===== src/rtl/cas_mem_arb_if.sv =====
// Bus bundle between the cassette memory arbiter, the image loader, the
// cassette reader and the memory controller. slave = arbiter view.
interface cas_mem_arb_if;
   logic        dl_wr;
   logic [24:0] dl_addr;
   logic [7:0]  dl_data;
   logic        dl_wait;
   logic        cas_rd;
   logic [24:0] cas_addr;
   logic [7:0]  cas_data;
   logic        cas_valid;
   logic [24:0] mem_addr;
   logic [7:0]  mem_din;
   logic        mem_we;
   logic        mem_rd;
   logic        mem_ack;
   logic [7:0]  mem_dout;
   logic        err;

   modport slave (
      input  dl_wr, dl_addr, dl_data, cas_rd, cas_addr, mem_ack, mem_dout,
      output dl_wait, cas_data, cas_valid, mem_addr, mem_din, mem_we, mem_rd, err
   );

   modport master (
      output dl_wr, dl_addr, dl_data, cas_rd, cas_addr, mem_ack, mem_dout,
      input  dl_wait, cas_data, cas_valid, mem_addr, mem_din, mem_we, mem_rd, err
   );
endinterface


===== src/rtl/cas_mem_arb.sv =====
// Arbitrates a one-entry download write buffer and cassette byte reads onto one
// memory port. Define CAS_ARB_TIMEOUT_EN to abort accesses lacking mem_ack.
module cas_mem_arb (
   input  logic         clk,
   input  logic         reset,
   cas_mem_arb_if.slave bus
);
   typedef enum logic [1:0] {S_IDLE, S_WRITE, S_READ} state_t;

   state_t      state_q;
   logic        cas_rd_q;
   logic        buf_full_q;
   logic [24:0] buf_addr_q;
   logic [7:0]  buf_data_q;
   logic        pend_q;
   logic [24:0] pend_addr_q;
   logic [7:0]  cas_data_q;
   logic        cas_valid_q;
   logic [24:0] mem_addr_q;
   logic [7:0]  mem_din_q;
   logic        mem_we_q;
   logic        mem_rd_q;
   logic        err_q;
`ifdef CAS_ARB_TIMEOUT_EN
   logic [7:0]  tmo_q;
`endif

   logic cas_edge_d;
   logic dl_take_d;

   assign cas_edge_d = bus.cas_rd & ~cas_rd_q;
   assign dl_take_d  = bus.dl_wr & ~buf_full_q;

   always_ff @(posedge clk) begin
      if (reset) begin
         state_q     <= S_IDLE;
         // Track the live level so a cas_rd held through reset is not an edge.
         cas_rd_q    <= bus.cas_rd;
         buf_full_q  <= 1'b0;
         buf_addr_q  <= '0;
         buf_data_q  <= '0;
         pend_q      <= 1'b0;
         pend_addr_q <= '0;
         cas_data_q  <= '0;
         cas_valid_q <= 1'b0;
         mem_addr_q  <= '0;
         mem_din_q   <= '0;
         mem_we_q    <= 1'b0;
         mem_rd_q    <= 1'b0;
         err_q       <= 1'b0;
`ifdef CAS_ARB_TIMEOUT_EN
         tmo_q       <= '0;
`endif
      end else begin
         cas_rd_q    <= bus.cas_rd;
         cas_valid_q <= 1'b0;

         if (dl_take_d) begin
            buf_full_q <= 1'b1;
            buf_addr_q <= bus.dl_addr;
            buf_data_q <= bus.dl_data;
         end
         if (bus.dl_wr && buf_full_q)
            err_q <= 1'b1;

         if (cas_edge_d) begin
            pend_q      <= 1'b1;
            pend_addr_q <= bus.cas_addr;
         end

         case (state_q)
            S_IDLE: begin
`ifdef CAS_ARB_TIMEOUT_EN
               tmo_q <= '0;
`endif
               // A strobe this cycle is forwarded straight to the memory port.
               if (buf_full_q || dl_take_d) begin
                  state_q    <= S_WRITE;
                  mem_we_q   <= 1'b1;
                  mem_addr_q <= buf_full_q ? buf_addr_q : bus.dl_addr;
                  mem_din_q  <= buf_full_q ? buf_data_q : bus.dl_data;
               end else if (pend_q) begin
                  state_q    <= S_READ;
                  mem_rd_q   <= 1'b1;
                  mem_addr_q <= pend_addr_q;
                  if (!cas_edge_d)
                     pend_q <= 1'b0;
               end
            end

            S_WRITE: begin
               if (bus.mem_ack) begin
                  state_q    <= S_IDLE;
                  mem_we_q   <= 1'b0;
                  buf_full_q <= 1'b0;
               end
`ifdef CAS_ARB_TIMEOUT_EN
               else if (tmo_q == 8'd254) begin
                  state_q    <= S_IDLE;
                  mem_we_q   <= 1'b0;
                  buf_full_q <= 1'b0;
                  err_q      <= 1'b1;
               end else begin
                  tmo_q <= tmo_q + 8'd1;
               end
`endif
            end

            S_READ: begin
               if (bus.mem_ack) begin
                  state_q     <= S_IDLE;
                  mem_rd_q    <= 1'b0;
                  cas_data_q  <= bus.mem_dout;
                  cas_valid_q <= 1'b1;
               end
`ifdef CAS_ARB_TIMEOUT_EN
               else if (tmo_q == 8'd254) begin
                  state_q     <= S_IDLE;
                  mem_rd_q    <= 1'b0;
                  cas_data_q  <= 8'hFF;
                  cas_valid_q <= 1'b1;
                  err_q       <= 1'b1;
               end else begin
                  tmo_q <= tmo_q + 8'd1;
               end
`endif
            end

            default: begin
               state_q  <= S_IDLE;
               mem_we_q <= 1'b0;
               mem_rd_q <= 1'b0;
            end
         endcase
      end
   end

   assign bus.dl_wait   = buf_full_q;
   assign bus.cas_data  = cas_data_q;
   assign bus.cas_valid = cas_valid_q;
   assign bus.mem_addr  = mem_addr_q;
   assign bus.mem_din   = mem_din_q;
   assign bus.mem_we    = mem_we_q;
   assign bus.mem_rd    = mem_rd_q;
   assign bus.err       = err_q;
endmodule


===== src/flat_wrapper.sv =====
// flat-port wrapper written by rule: the top's interface ports become plain ports
module cas_mem_arb_flat 
  (clk, reset, bus_dl_wr, bus_dl_addr, bus_dl_data, bus_cas_rd, bus_cas_addr, bus_mem_ack, bus_mem_dout, bus_dl_wait, bus_cas_data, bus_cas_valid, bus_mem_addr, bus_mem_din, bus_mem_we, bus_mem_rd, bus_err);
  cas_mem_arb_if bus_i ();
  input  logic clk;
  input  logic reset;
  input wire logic [$bits(bus_i.dl_wr)-1:0] bus_dl_wr;
  input wire logic [$bits(bus_i.dl_addr)-1:0] bus_dl_addr;
  input wire logic [$bits(bus_i.dl_data)-1:0] bus_dl_data;
  input wire logic [$bits(bus_i.cas_rd)-1:0] bus_cas_rd;
  input wire logic [$bits(bus_i.cas_addr)-1:0] bus_cas_addr;
  input wire logic [$bits(bus_i.mem_ack)-1:0] bus_mem_ack;
  input wire logic [$bits(bus_i.mem_dout)-1:0] bus_mem_dout;
  output wire logic [$bits(bus_i.dl_wait)-1:0] bus_dl_wait;
  output wire logic [$bits(bus_i.cas_data)-1:0] bus_cas_data;
  output wire logic [$bits(bus_i.cas_valid)-1:0] bus_cas_valid;
  output wire logic [$bits(bus_i.mem_addr)-1:0] bus_mem_addr;
  output wire logic [$bits(bus_i.mem_din)-1:0] bus_mem_din;
  output wire logic [$bits(bus_i.mem_we)-1:0] bus_mem_we;
  output wire logic [$bits(bus_i.mem_rd)-1:0] bus_mem_rd;
  output wire logic [$bits(bus_i.err)-1:0] bus_err;
  assign bus_i.dl_wr = bus_dl_wr;
  assign bus_i.dl_addr = bus_dl_addr;
  assign bus_i.dl_data = bus_dl_data;
  assign bus_i.cas_rd = bus_cas_rd;
  assign bus_i.cas_addr = bus_cas_addr;
  assign bus_i.mem_ack = bus_mem_ack;
  assign bus_i.mem_dout = bus_mem_dout;
  assign bus_dl_wait = bus_i.dl_wait;
  assign bus_cas_data = bus_i.cas_data;
  assign bus_cas_valid = bus_i.cas_valid;
  assign bus_mem_addr = bus_i.mem_addr;
  assign bus_mem_din = bus_i.mem_din;
  assign bus_mem_we = bus_i.mem_we;
  assign bus_mem_rd = bus_i.mem_rd;
  assign bus_err = bus_i.err;
  cas_mem_arb u_core (.clk(clk), .reset(reset), .bus(bus_i));
endmodule

===== config.mk =====
export PLATFORM = sky130hd
export DESIGN_NAME = cas_mem_arb_flat
export DESIGN_NICKNAME = d
export VERILOG_FILES = /design/src/rtl/cas_mem_arb_if.sv /design/src/rtl/cas_mem_arb.sv /design/src/flat_wrapper.sv
export SDC_FILE = /design/constraint.sdc
export NUM_CORES = 1
export LEC_CHECK = 0
export ABC_AREA = 1
export CAP_MARGIN = 10
export CORE_MARGIN = 1
export CORE_UTILIZATION = 25
export DETAILED_ROUTE_END_ITERATION = 16
export PLACE_DENSITY = 0.47
export SYNTH_ARGS = -nofsm -noshare
export SYNTH_HDL_FRONTEND = slang
export SYNTH_SLANG_ARGS = --single-unit

===== constraint.sdc =====
create_clock -name clk -period 1.45 [get_ports clk]
set_input_delay 0.29 -clock clk [delete_from_list [all_inputs] [get_ports clk]]
set_output_delay 0.29 -clock clk [all_outputs]
set_load 0.03 [all_outputs]

==> out/qor.txt <==
Outcome - complete, no violations
Remaining DRCs - 0
Mapped Area - 0.00425 mm^2
Final min period - 1.41 ns
Post-synthesis sequential area ratio - 50.9%
Total GRT Usage - 15.3%
Final Max Tran Viols - 0
Peak VDD IR - 0.000812 V
# hold bufs at CTS - 0
Predominant post-synthesis flop cell - dfxtp_1
RSZ-0062 raised after global routing - false
LEAKAGE - 2.66 nW
Slowest stage delay, CP - 0.41 ns
Largest net degree at the start of global routing - 36
Cells after Synth - 577
GPL Wtd Cong - 0.763
Syn nets - 651
Reg2Reg Setup Slack - 0.11 ns
Initial Util - 25.6%
Reg power frac - 41.2%
R2R Path Start - u_core.state_q[1]$_SDFFE_PP0P_
Switching pwr - 0.00280 W
Worst Reg-to-Reg Cells - 7
Hold WS - 0.395 ns
Critical path cell sequence - dlygate4sd2_1
Synth cell types - 24
Final net count - 777
Final setup fails - 0
Sink Count - 108
Rel. slew slack - 77.1%
Die width - 132 um
Pwr dens - 1400 mW/mm^2
Drt total wl - 13.1 mm
Fin. Hold Viols - 0
Area growth from synthesis to layout - 44.7%
IO buf count - 116
Arr. time, crit path - 1.12 ns
GR Overflow Total - 0
TritonCTS clock tree - built
Hold depth - 5
Yosys top cell by area - dfxtp_1
Hold Crit Class - input pin to flip-flop
Max Cap Viol - 0
Detail Placement HPWL - 9.10 mm
Clock power share - 30.8%
Comb power frac - 28.0%
Synth warnings - 0
Commonest cells in the netlist - nor2_1 (145), nand2_1 (116), dfxtp_1 (108)
Flops & latches, synth - 108
Peak Freq - 0.707 GHz
Top cells by area, synth - dfxtp_1 (51%), nor2_1 (13%), nand2_1 (10%)
Clock H-tree levels - 3
Period Utilization, post-route - 97.5%
Chip height - 132 um
Hold path start - reset
Diode count - 0
Non-Filler Instances - 928
Vias - 4092
Final TNS setup - 0 ns
Net Sw Frac - 32.5%
FFs w/ async S/R, synth - 0%
DR WL/cell - 14.1 um
Clock transition at path regs - 0.07 ns
Reg2reg end - u_core.bus.mem_din[3]$_SDFFE_PP0P_
Die area - 0.0175 mm^2
Core Rows - 47
Post-DR vias/cell - 4.41
DR iter-0 viols - 214
Number of synthesized flops with an enable pin - 0
TritonRoute pass-1 iters - 4
Skew final - 0.00470 ns
Clk buf depth - 2
Avg Synthesized Cell Area - 7.36 um^2
Most common cell in the netlist - nor2_1
Post-synth top area share - 50.9%
Initial antenna violation count - 0
CP Buf/Inv Count - 1
Vias in the first global route - 4188
CORE AREA - 0.0166 mm^2
Critical path's top delay family - buffers and inverters
Skew-Pair Late Insertion Delay - 0.35 ns
WHS Endpoint - u_core.state_q[1]$_SDFFE_PP0P_
Antenna-violating nets left - 0
Startpoint Class - flip-flop
Worst Path Max Fanout - 2
CP Capture Type - output pin
Layout cell share with drive strength beyond 1 - 9.46%
Post-Place Cells - 909
Crit Path Class - flip-flop to output pin
Measured slew at the worst slew-check pin - 0.345 ns
Internal - 0.00581 W
Cts bufs inserted - 9
CP Data Required Time - 1.16 ns
Clk root buf - clkbuf_16
Total I/O pin count - 117
First-pass GRT wire length - 21.1 mm
Crit-path slowest cell - dlygate4sd2_1
[repair_timing]
action | CTS | global route
gates cloned | 0 | 2
gates resized for setup | 50 | 33
setup buffers | 0 | 1
pin swaps | 0 | 1
endpoints found under the setup margin | 72 | 44
[sequential cells by signal (all words and copies together), names as in the netlist]
signal / count
u_core.pend_q: 1
u_core.bus.mem_we: 1
u_core.bus.cas_data: 8
u_core.bus.mem_rd: 1
u_core.cas_rd_q: 1
u_core.pend_addr_q: 25
u_core.bus.mem_addr: 25
u_core.state_q: 2
u_core.buf_addr_q: 25
u_core.bus.dl_wait: 1
u_core.bus.cas_valid: 1
u_core.bus.mem_din: 8
u_core.bus.err: 1
u_core.buf_data_q: 8
[cells by family (layout without fill, tap and decap cells)]
family / Yosys count / after routing / share of synthesized area (%)
adder cells (fa/ha/maj): 3 / 3 / 0.884
AO/OA/AOI/OAI: 116 / 116 / 14.6
buffers and inverters: 56 / 187 / 6.24
flip-flops: 108 / 108 / 50.9
AND/OR/NAND/NOR: 294 / 294 / 27.4
[layer usage]
| layer | track usage [%] | vias to the layer above | wire, um |
|---|---|---|---|
| li1 | - | 2106 | - |
| met1 | 18.6 | 1865 | 5950 |
| met2 | 25.0 | 107 | 6010 |
| met3 | 5.81 | 14 | 907 |
| met4 | 4.41 | 0 | 190 |
| met5 | 0 | - | 0 |
[power groups by stage]
stage	clock network (W)	logic, W	registers (W)
2_1_floorplan	0	0.000959	0.00402
3_3_place_gp	0	0.00245	0.00361
3_5_place_dp	0	0.00247	0.00361
4_1_cts	0.00273	0.00233	0.00354
5_1_grt	0.00285	0.00264	0.00358
6_report	0.00265	0.00241	0.00354
[cell usage in the layout (no fill, tap or decap), types with 2 or more instances in the layout]
cell type	n
o21ai_0	52
ha_1	2
clkinvlp_4	3
inv_2	4
nor2_4	2
a21oi_1	32
buf_4	24
buf_12	7
clkdlybuf4s15_1	10
nand3_1	27
o21ai_1	16
clkbuf_16	10
nand2_1	115
inv_1	15
nor2_1	145
nand2_2	2
a211oi_1	15
clkbuf_2	2
clkdlybuf4s50_1	69
clkbuf_8	4
dfxtp_1	107
dlygate4sd2_1	33
[how the worst max path moves through the flow]
stage,depth (start not counted),from,endpoint,slack (ns)
4_1_cts,7,u_core.state_q[0]$_SDFFE_PP0P_,u_core.bus.mem_din[0]$_SDFFE_PP0P_,-0.001
2_1_floorplan,9,u_core.bus.dl_wait$_SDFF_PP0_,u_core.bus.mem_addr[0]$_SDFFE_PP0P_,0.06
5_1_grt,1,u_core.bus.mem_addr[11]$_SDFFE_PP0P_,bus_mem_addr[11],0.0003
6_report,1,u_core.bus.mem_addr[18]$_SDFFE_PP0P_,bus_mem_addr[18],0.04
3_5_place_dp,8,bus_dl_wr,u_core.bus.mem_addr[3]$_SDFFE_PP0P_,-0.29
3_3_place_gp,8,bus_dl_wr,u_core.bus.mem_din[0]$_SDFFE_PP0P_,-0.28
[per-stage QoR]
stage               instance area, um^2  total power, W  setup slack, ns  utilization (%)
floorplan                          4250         0.00498           0.0590                -
global placement                   5780         0.00606           -0.276             34.9
detailed placement                 5780         0.00608           -0.286             34.9
CTS                                6070         0.00860         -0.00128             36.6
global route                       6140         0.00908         0.000311             37.1
finish                             6140         0.00860           0.0357             37.1
[cell type report]
type	count	area (um^2)
Clock buffer	13	280
Clock inverter	3	42.5
Fill cell	1769	10400
Inverter	22	91.3
Multi-Input combinational cell	413	1830
Sequential cell	108	2170
Tap cell	220	275
Timing Repair Buffer	148	1450
Timing Repair inverter	1	7.51
Note: power is estimated with default switching activity, not from simulation.
